**src/rtl/ryg_pkg.sv**
```systemverilog
// Shared types and constants for the RYG lamp driver and its upstream phase controller.
package ryg_pkg;

  typedef enum logic [1:0] {
    PhJ     = 2'd0,
    PhP     = 2'd1,
    PhC     = 2'd2,
    PhFault = 2'd3
  } phase_e;

  localparam int unsigned LampR = 2;
  localparam int unsigned LampY = 1;
  localparam int unsigned LampG = 0;

  localparam int unsigned DefaultL = 10;
  localparam int unsigned DefaultS = 3;

  function automatic logic [7:0] phase_len(phase_e ph, int unsigned l, int unsigned s);
    case (ph)
      PhJ:     return 8'(l + s);
      PhP:     return 8'(l - s);
      PhC:     return 8'(l + 2 * s);
      default: return 8'd0;
    endcase
  endfunction

  function automatic logic [2:0] vehicle_lamp(logic active, logic warn);
    logic [2:0] lamp;
    lamp = '0;
    if (!active)   lamp[LampR] = 1'b1;
    else if (warn) lamp[LampY] = 1'b1;
    else           lamp[LampG] = 1'b1;
    return lamp;
  endfunction

endpackage

```
**src/rtl/ryg_onehot_chk.sv**
```systemverilog
// Decodes the upstream J/P/C pass levels into a validity flag and the named phase.
module ryg_onehot_chk
  import ryg_pkg::*;
(
  input  logic   j,
  input  logic   p,
  input  logic   c,
  output logic   valid,
  output phase_e target
);

  always_comb begin
    valid  = 1'b0;
    target = PhJ;
    case ({j, p, c})
      3'b100: begin valid = 1'b1; target = PhJ; end
      3'b010: begin valid = 1'b1; target = PhP; end
      3'b001: begin valid = 1'b1; target = PhC; end
      default: ;
    endcase
  end

endmodule

```
**src/rtl/ryg_lamp.sv**
```systemverilog
// Lamp driver following the upstream phase controller, with countdown and fault blinking.
module ryg_lamp
  import ryg_pkg::*;
#(
  parameter int unsigned L = DefaultL,
  parameter int unsigned S = DefaultS
) (
  input  logic       clk,
  input  logic       rst,
  input  logic       J,
  input  logic       P,
  input  logic       C,
  output logic [2:0] J_lamp,
  output logic [2:0] C_lamp,
  output logic [2:0] P_lamp,
  output logic [7:0] remain,
  output logic       fault
);

  if (!(L > S && L + 2 * S <= 255)) begin : g_param_check
    $error("ryg_lamp: require L > S and L + 2*S <= 255");
  end

  localparam logic [7:0] Warn = 8'(S);

  phase_e     state_q, state_d;
  logic [7:0] remain_q, remain_d;
  logic       blink_q, blink_d;
  logic       inv_q, inv_d;      // previous edge sampled an invalid pattern
  logic       val_q, val_d;      // in fault: previous edge sampled a valid pattern
  phase_e     tgt_q, tgt_d;
  logic [2:0] j_lamp_q, j_lamp_d, c_lamp_q, c_lamp_d, p_lamp_q, p_lamp_d;
  logic       fault_q, fault_d;

  logic   valid;
  phase_e target;

  ryg_onehot_chk u_onehot_chk (
    .j      (J),
    .p      (P),
    .c      (C),
    .valid  (valid),
    .target (target)
  );

  always_ff @(posedge clk or posedge rst) begin
    if (rst) begin
      state_q  <= PhJ;
      remain_q <= phase_len(PhJ, L, S);
      blink_q  <= 1'b0;
      inv_q    <= 1'b0;
      val_q    <= 1'b0;
      tgt_q    <= PhJ;
      j_lamp_q <= 3'b001;
      c_lamp_q <= 3'b100;
      p_lamp_q <= 3'b100;
      fault_q  <= 1'b0;
    end else begin
      state_q  <= state_d;
      remain_q <= remain_d;
      blink_q  <= blink_d;
      inv_q    <= inv_d;
      val_q    <= val_d;
      tgt_q    <= tgt_d;
      j_lamp_q <= j_lamp_d;
      c_lamp_q <= c_lamp_d;
      p_lamp_q <= p_lamp_d;
      fault_q  <= fault_d;
    end
  end

  always_comb begin
    state_d  = state_q;
    remain_d = remain_q;
    inv_d    = inv_q;
    val_d    = val_q;
    tgt_d    = tgt_q;
    if (state_q == PhFault) begin
      inv_d = 1'b0;
      if (!valid) begin
        val_d = 1'b0;
      end else if (val_q && tgt_q == target) begin
        state_d  = target;
        remain_d = phase_len(target, L, S);
        val_d    = 1'b0;
      end else begin
        val_d = 1'b1;
        tgt_d = target;
      end
    end else begin
      val_d = 1'b0;
      if (valid) begin
        inv_d = 1'b0;
        if (target != state_q) begin
          state_d  = target;
          remain_d = phase_len(target, L, S);
        end else if (remain_q > 8'd1) begin
          remain_d = remain_q - 8'd1;
        end
      end else if (inv_q) begin
        state_d  = PhFault;
        remain_d = 8'd0;
        inv_d    = 1'b0;
      end else begin
        inv_d = 1'b1;  // first invalid sample is only remembered
      end
    end

    // Blinking always starts lit on the first tick of fault or pedestrian warning.
    if (state_d == PhFault) begin
      blink_d = (state_q == PhFault) ? ~blink_q : 1'b1;
    end else if (state_d == PhP && remain_d <= Warn) begin
      blink_d = (state_q == PhP && remain_q <= Warn) ? ~blink_q : 1'b1;
    end else begin
      blink_d = 1'b0;
    end
  end

  always_comb begin
    fault_d  = (state_d == PhFault);
    j_lamp_d = vehicle_lamp(state_d == PhJ, remain_d <= Warn);
    c_lamp_d = vehicle_lamp(state_d == PhC, remain_d <= Warn);
    p_lamp_d = 3'b100;
    if (state_d == PhFault) begin
      j_lamp_d = '0;
      c_lamp_d = '0;
      p_lamp_d = '0;
      j_lamp_d[LampY] = blink_d;
      c_lamp_d[LampY] = blink_d;
      p_lamp_d[LampR] = blink_d;
    end else if (state_d == PhP) begin
      p_lamp_d = '0;
      p_lamp_d[LampG] = (remain_d > Warn) ? 1'b1 : blink_d;
    end
  end

  assign J_lamp = j_lamp_q;
  assign C_lamp = c_lamp_q;
  assign P_lamp = p_lamp_q;
  assign remain = remain_q;
  assign fault  = fault_q;

endmodule

```
**config.mk**
```make
export PLATFORM = sky130hd
export DESIGN_NAME = ryg_lamp
export DESIGN_NICKNAME = d
export VERILOG_FILES = /design/src/rtl/ryg_pkg.sv /design/src/rtl/ryg_onehot_chk.sv /design/src/rtl/ryg_lamp.sv
export SDC_FILE = /design/constraint.sdc
export NUM_CORES = 1
export LEC_CHECK = 0
export CAP_MARGIN = 15
export CORE_MARGIN = 2
export CORE_UTILIZATION = 65
export CTS_CLUSTER_DIAMETER = 80
export DETAILED_ROUTE_END_ITERATION = 7
export DONT_BUFFER_PORTS = 1
export PLACE_DENSITY = 0.81
export SLEW_MARGIN = 20
export SYNTH_ARGS = -nofsm -noshare
export SYNTH_HDL_FRONTEND = slang
export SYNTH_SLANG_ARGS = --single-unit
```
**constraint.sdc**
```tcl
create_clock -name clk -period 4.9 [get_ports clk]
set_clock_uncertainty 0.1 [all_clocks]
set_input_delay 0.98 -clock clk [delete_from_list [all_inputs] [get_ports clk]]
set_output_delay 0.98 -clock clk [all_outputs]
set_load 0.01 [all_outputs]
```
---- Word-level counts from Yosys, hierarchy flattened ----
Cells that the tools add are included.
operators by class
  add/subtract/negate cells ............... 1
  multipliers ............................. 0
  div/mod/pow operators ................... 0
  $lt $le $gt $ge ......................... 4
  equality and inequality tests ........... 12
  shift-type cells ........................ 0
  muxes and demuxes ....................... 37
  bitwise logic cells ..................... 2
  reduce and logical (&&, ||, !) cells .... 7
operators with widths
  operator                                                         count
  two-way mux 8 bit                                                7
  less-or-equal comparator 8 x 2 -> 1 bit (second input constant)  2
  two-way mux 1 bit                                                16
  two-way mux 2 bit                                                8
  one-hot mux 5 bit (3 select lines)                               1
  two-way mux 3 bit                                                4
  == test 2 bit (second input constant)                            4
  > comparator 8 x 1 -> 1 bit (second input constant)              1
  > comparator 8 x 2 -> 1 bit (second input constant)              1
  subtractor 8 x 1 -> 8 bit (second input constant)                1
  == test 2 x 1 -> 1 bit (second input constant)                   3
  logical NOT 2 bit                                                2
  one-hot mux 2 bit (2 select lines)                               1
  == test 3 x 1 -> 1 bit (second input constant)                   1
  == test 3 x 2 -> 1 bit (second input constant)                   1
  == test 3 bit (second input constant)                            1
  logical AND 1 bit                                                3
  AND reduction 3 bit                                              1
  OR reduction 3 bit                                               1
  == test 2 bit                                                    1
  != test 2 bit                                                    1
  inverter 1 bit                                                   2
storage, ports and cells
  flip-flop bits (word level) ............. 25
  latch bits .............................. 0
  memory bits (writable) .................. 0
  bits in read-only memories .............. 0
  input port bits ......................... 5
  memories kept ........................... 0

---- Longest topological paths before layout ----
  depth after elaboration ................. 14
  mapped depth ............................ 10

---- Modules after synthesis ----
Synthesis repeated with hierarchy kept, for this count alone.
unflattened totals
  cells, all modules ...................... 166
  area, all modules ....................... 1604.0 µm²
modules (own cells, without submodules)
  module          instances  cells each  area each (µm²)  seq. area each (µm²)
  ryg_lamp        1          161         1567.8           608.1
  ryg_onehot_chk  1          5           36.3             0.0

---- Worst setup path before layout ----
OpenSTA, ideal clock, no wires.
  path type ............................... input to register
  start point ............................. in C
  end point ............................... reg p_lamp_q[0], in the netlist P_lamp[0]
  library setup time ...................... 129 ps
  data arrival time ....................... 2908 ps
  data required time ...................... 4671 ps
  path slack .............................. 1763 ps
  cell stages on the path ................. 6
  path through ............................ or3b_1 > nor3_1 > o21ba_4 > a31o_1 > or4_4 > o41a_1
between the ends
  word-level cells in the longest chain between the ends .. 14
  elaborated cells between the ends (all ways) .. 33
ends and longest elaborated chain
  what                                                                                      RTL line                          RTL
  start, declared                                                                           ryg_lamp.sv:12                    input logic C,
  == test 3 x 1 -> 1 bit / == test 3 x 2 -> 1 bit (equally long branches)                   ryg_onehot_chk.sv:15              case ({j, p, c})
  one-hot mux 2 bit (2 select lines)                                                        ryg_onehot_chk.sv:15
  == test 2 bit (tied with other cells)                                                     ryg_pkg.sv:19                     case (ph)
  one-hot mux 5 bit (3 select lines) / logical AND 1 bit (equally long branches)            ryg_pkg.sv:19, ryg_lamp.sv:82
  two-way mux 8 bit (tied with other cells)                                                 ryg_lamp.sv:94                    if (target != state_q) begin
  two-way mux 8 bit (tied with other cells)                                                 ryg_lamp.sv:92                    if (valid) begin
  two-way mux 8 bit / two-way mux 2 bit (equally long branches)                             ryg_lamp.sv:78                    if (state_q == PhFault) begin
  less-or-equal comparator 8 x 2 -> 1 bit / == test 2 x 1 -> 1 bit (equally long branches)  ryg_lamp.sv:112, ryg_lamp.sv:131
  logical AND 1 bit                                                                         ryg_lamp.sv:112                   end else if (state_d == PhP && remain_d <= Warn) begin
  two-way mux 1 bit                                                                         ryg_lamp.sv:112
  two-way mux 1 bit                                                                         ryg_lamp.sv:110                   if (state_d == PhFault) begin
  two-way mux 1 bit                                                                         ryg_lamp.sv:133                   p_lamp_d[LampG] = (remain_d > Warn) ? 1'b1 : blink_d;
  two-way mux 3 bit                                                                         ryg_lamp.sv:131                   end else if (state_d == PhP) begin
  two-way mux 3 bit (*)                                                                     ryg_lamp.sv:124                   if (state_d == PhFault) begin
  net p_lamp_d[0]                                                                           ryg_lamp.sv:32                    logic [2:0] j_lamp_q, j_lamp_d, c_lamp_q, c_lamp_d, p_lamp_q, p_lamp_d;
  end signal, assigned                                                                      ryg_lamp.sv:67                    p_lamp_q <= p_lamp_d;
  end, declared                                                                             ryg_lamp.sv:32
The timed path passes the listed nets; every way through them passes the cells marked *.
A chain may end at the register's enable or synchronous reset.

---- Worst setup path after layout ----
Ends and elaborated chain as after synthesis.

==> results.toml <==
[critical_path]
arrival_ns = 3.12
slowest_stage = "or4_4"
cp-end-kind = "register"
crit_chain = "or3b_1 > nor3_1 > o21ba_4 > a31o_1 > or4_4 > o41a_1"
path_max_fanout = 14
criticalPathCategory = "input pin to register"
cp_data_required_time_ns = 5.03
r2r_slack_ns = 1.96
start_kind = "input pin"
max_stage_delay_ns = 0.54

[yosys]
synth_top_area_cell = "dfrtp_1"
netlist_top_cells_area = "dfrtp_1, dfstp_2, ha_1"
postSynthCellCount = 184
synthTopCellsByCount = "dfrtp_1, nor2_1, nand2_1"
yosysWarnings = 0
syn_avg_cell_area_um2 = 9.13
synth_cell_types = 65
syn-cell-area_um2 = 1680
yosysSeqAreaShare_pct = 36.2
synthFlopType = "dfrtp_1"
ys_async_sr_fraction_pct = 100
syn-num-nets = 195
ys_ff_latch = 24
synth_top_area_share_pct = 26.8
yosysMostFrequentCell = "dfrtp_1"
synth_edf_count = 0

[clock_tree]
cts_root_buf = "clkbuf_4"
cts_tree = "built"
cts_buffers = 3
clock_sinks = 24
hold_buffers = 0
postCtsSetupRepairBufs = 0
ctsHtreeMaxLevel = 1
clk_path_buf_depth = 2
cts_resized = 0
clk_latency_ns = 0.33
cts.clk_slew.worst_paths_ns = 0.14

[sta]
relSlewSlack_pct = 40.1
hold_violations = 0
period_share_pct = 61.1
whs_ns = 0.373
setup_viol = 0
setup_slack_ns = 1.91
period_needed_ns = 2.99
rsz0062_at_grt = "false"
fin_tns_setup_ns = 0
tightestPinTransition_ns = 0.898
fmax_mhz = 334
drv_slew = 0

[layout]
antenna_cells = 0
stdcell_area_um2 = 1730
fillers = 195
drive_above_1_share_pct = 17.2
area_growth_syn_to_layout_pct = 3.05
nNetsFinal = 192

[routing]
route.detailed.drc = 0
drt_first_pass_iters = 4
via_count = 1432
wl_per_cell_um = 17.8
viasPerCell = 6.82
wl_um = 3730
drt_iter0_markers = 48
ant_nets = 0

[floorplan]
io_pins = 23
die_y_um = 54.8
num_rows = 18
core_um2 = 2450
die_area_um2 = 3010
start_util_pct = 68.5
die_w_um = 54.8

[power_and_ir_drop]
leakage_nw = 0.731
clkPwrFrac_pct = 12.7
ir_drop_mv = 0.449
p_int_w = 0.000631
switching_share_pct = 46.2
pwr-share-comb_pct = 50.6
p_sw_w = 0.000542
power_per_cell_area_nw_per_um2 = 678
seqPwrFrac_pct = 36.7

[grt]
first_global_vias = 1367
grt_max_degree = 25
grt_first_pass_wirelength_um = 6050
grt_usage_pct = 28.3
antenna_found_initial = 0
grt_overflow = 0

[placement]
port_buffers = 0
hpwl_um = 2770
dpl_worst_slack_ns = 1.58
gp_congestion = 0.987
placed_area_um2 = 1680

[run]
drv_cap = 0

[outcome]
status = "finished clean"

[worst_hold_path]
hp-class = "register to register"
-- per-layer routing --
layer  up-vias  wire (µm)  global-route usage, %  share of wire (%)
li1        673          -                      -                  -
met2        52       1900                   47.0                 51
met3        15        181                   4.92                4.9
met4         0        101                   14.6                2.7
met5         -          0                      0                  0
met1       692       1540                   34.9                 41
-- final timing paths --
kind | start | endpoint | cells past startpoint
min in group asynchronous | rst | J_lamp[2]$_DFF_PP0_ | 1
worst min-delay path | blink_q$_DFF_PP0_ | P_lamp[2]$_DFF_PP1_ | 1
max in group asynchronous | rst | remain[1]$_DFF_PP0_ | 1
worst min register to register | blink_q$_DFF_PP0_ | P_lamp[2]$_DFF_PP1_ | 1
worst max register to register | remain[4]$_DFF_PP0_ | P_lamp[0]$_DFF_PP0_ | 6
worst max-delay path | C | P_lamp[0]$_DFF_PP0_ | 6
-- power groups by stage --
stage	Combinational [W]	Sequential, W	Clock, W
floorplan	0.000519	0.000390	0
global placement	0.000567	0.000430	0
detailed placement	0.000590	0.000434	0
CTS	0.000595	0.000431	0.000150
global route	0.000669	0.000444	0.000159
finish	0.000594	0.000431	0.000149
-- per-stage QoR --
| stage | std cells | utilization (%) | total power, W |
|---|---|---|---|
| 2_1_floorplan | 184 | - | 0.000909 |
| 3_5_place_dp | 206 | 68.4 | 0.00102 |
| 4_1_cts | 210 | 70.5 | 0.00117 |
| 3_3_place_gp | 206 | 68.4 | 0.000997 |
| 6_report | 210 | 70.5 | 0.00117 |
| 5_1_grt | 210 | 70.5 | 0.00127 |
-- cells in the final DEF, fill, tap and decap left out, drive strengths merged, types with 4 or more instances in the layout --
| master | Yosys | layout |
|---|---|---|
| dfrtp | 18 | 18 |
| nor2 | 17 | 17 |
| nand2 | 14 | 14 |
| o21ai | 14 | 14 |
| inv | 8 | 8 |
| a31oi | 7 | 7 |
| dfstp | 6 | 6 |
| a21oi | 6 | 6 |
| ha | 6 | 6 |
| nor3 | 5 | 5 |
| nor3b | 4 | 4 |
| nand3 | 4 | 4 |
| o41ai | 4 | 4 |
-- cells by family (layout without fill, tap and decap cells) --
logic type,Yosys count,after routing,synth area share (%)
flops,24,24,36.2
buf+inv,17,13,4.62
compound gates,54,54,23.5
simple gates,73,73,25.8
mux,4,4,2.53
xor+xnor,5,5,2.61
fa+ha+maj,6,6,4.47
other cells,1,1,0.223
-- critical path: cells and delay by family --
kind / cells / cell delay, ns
AOI/OAI and AO/OA: 3 / 0.86
and+or+nand+nor: 3 / 1.28
-- cell type report --
type	count	area (µm²)	share of cell area, %
Clock buffer	3	22.5	1.30
Clock inverter	1	30.0	1.73
Inverter	9	38.8	2.24
Multi-Input combinational cell	143	995	57.4
Sequential cell	24	608	35.1
Tap cell	30	37.5	2.17
-- sequential cells by signal (all words and copies together) (netlist names) --
register,count
remain,8
C_lamp,3
J_lamp,3
P_lamp,2
state_q,2
tgt_q,2
blink_q,1
fault,1
inv_q,1
val_q,1
Note: power is estimated with default switching activity, not from simulation.
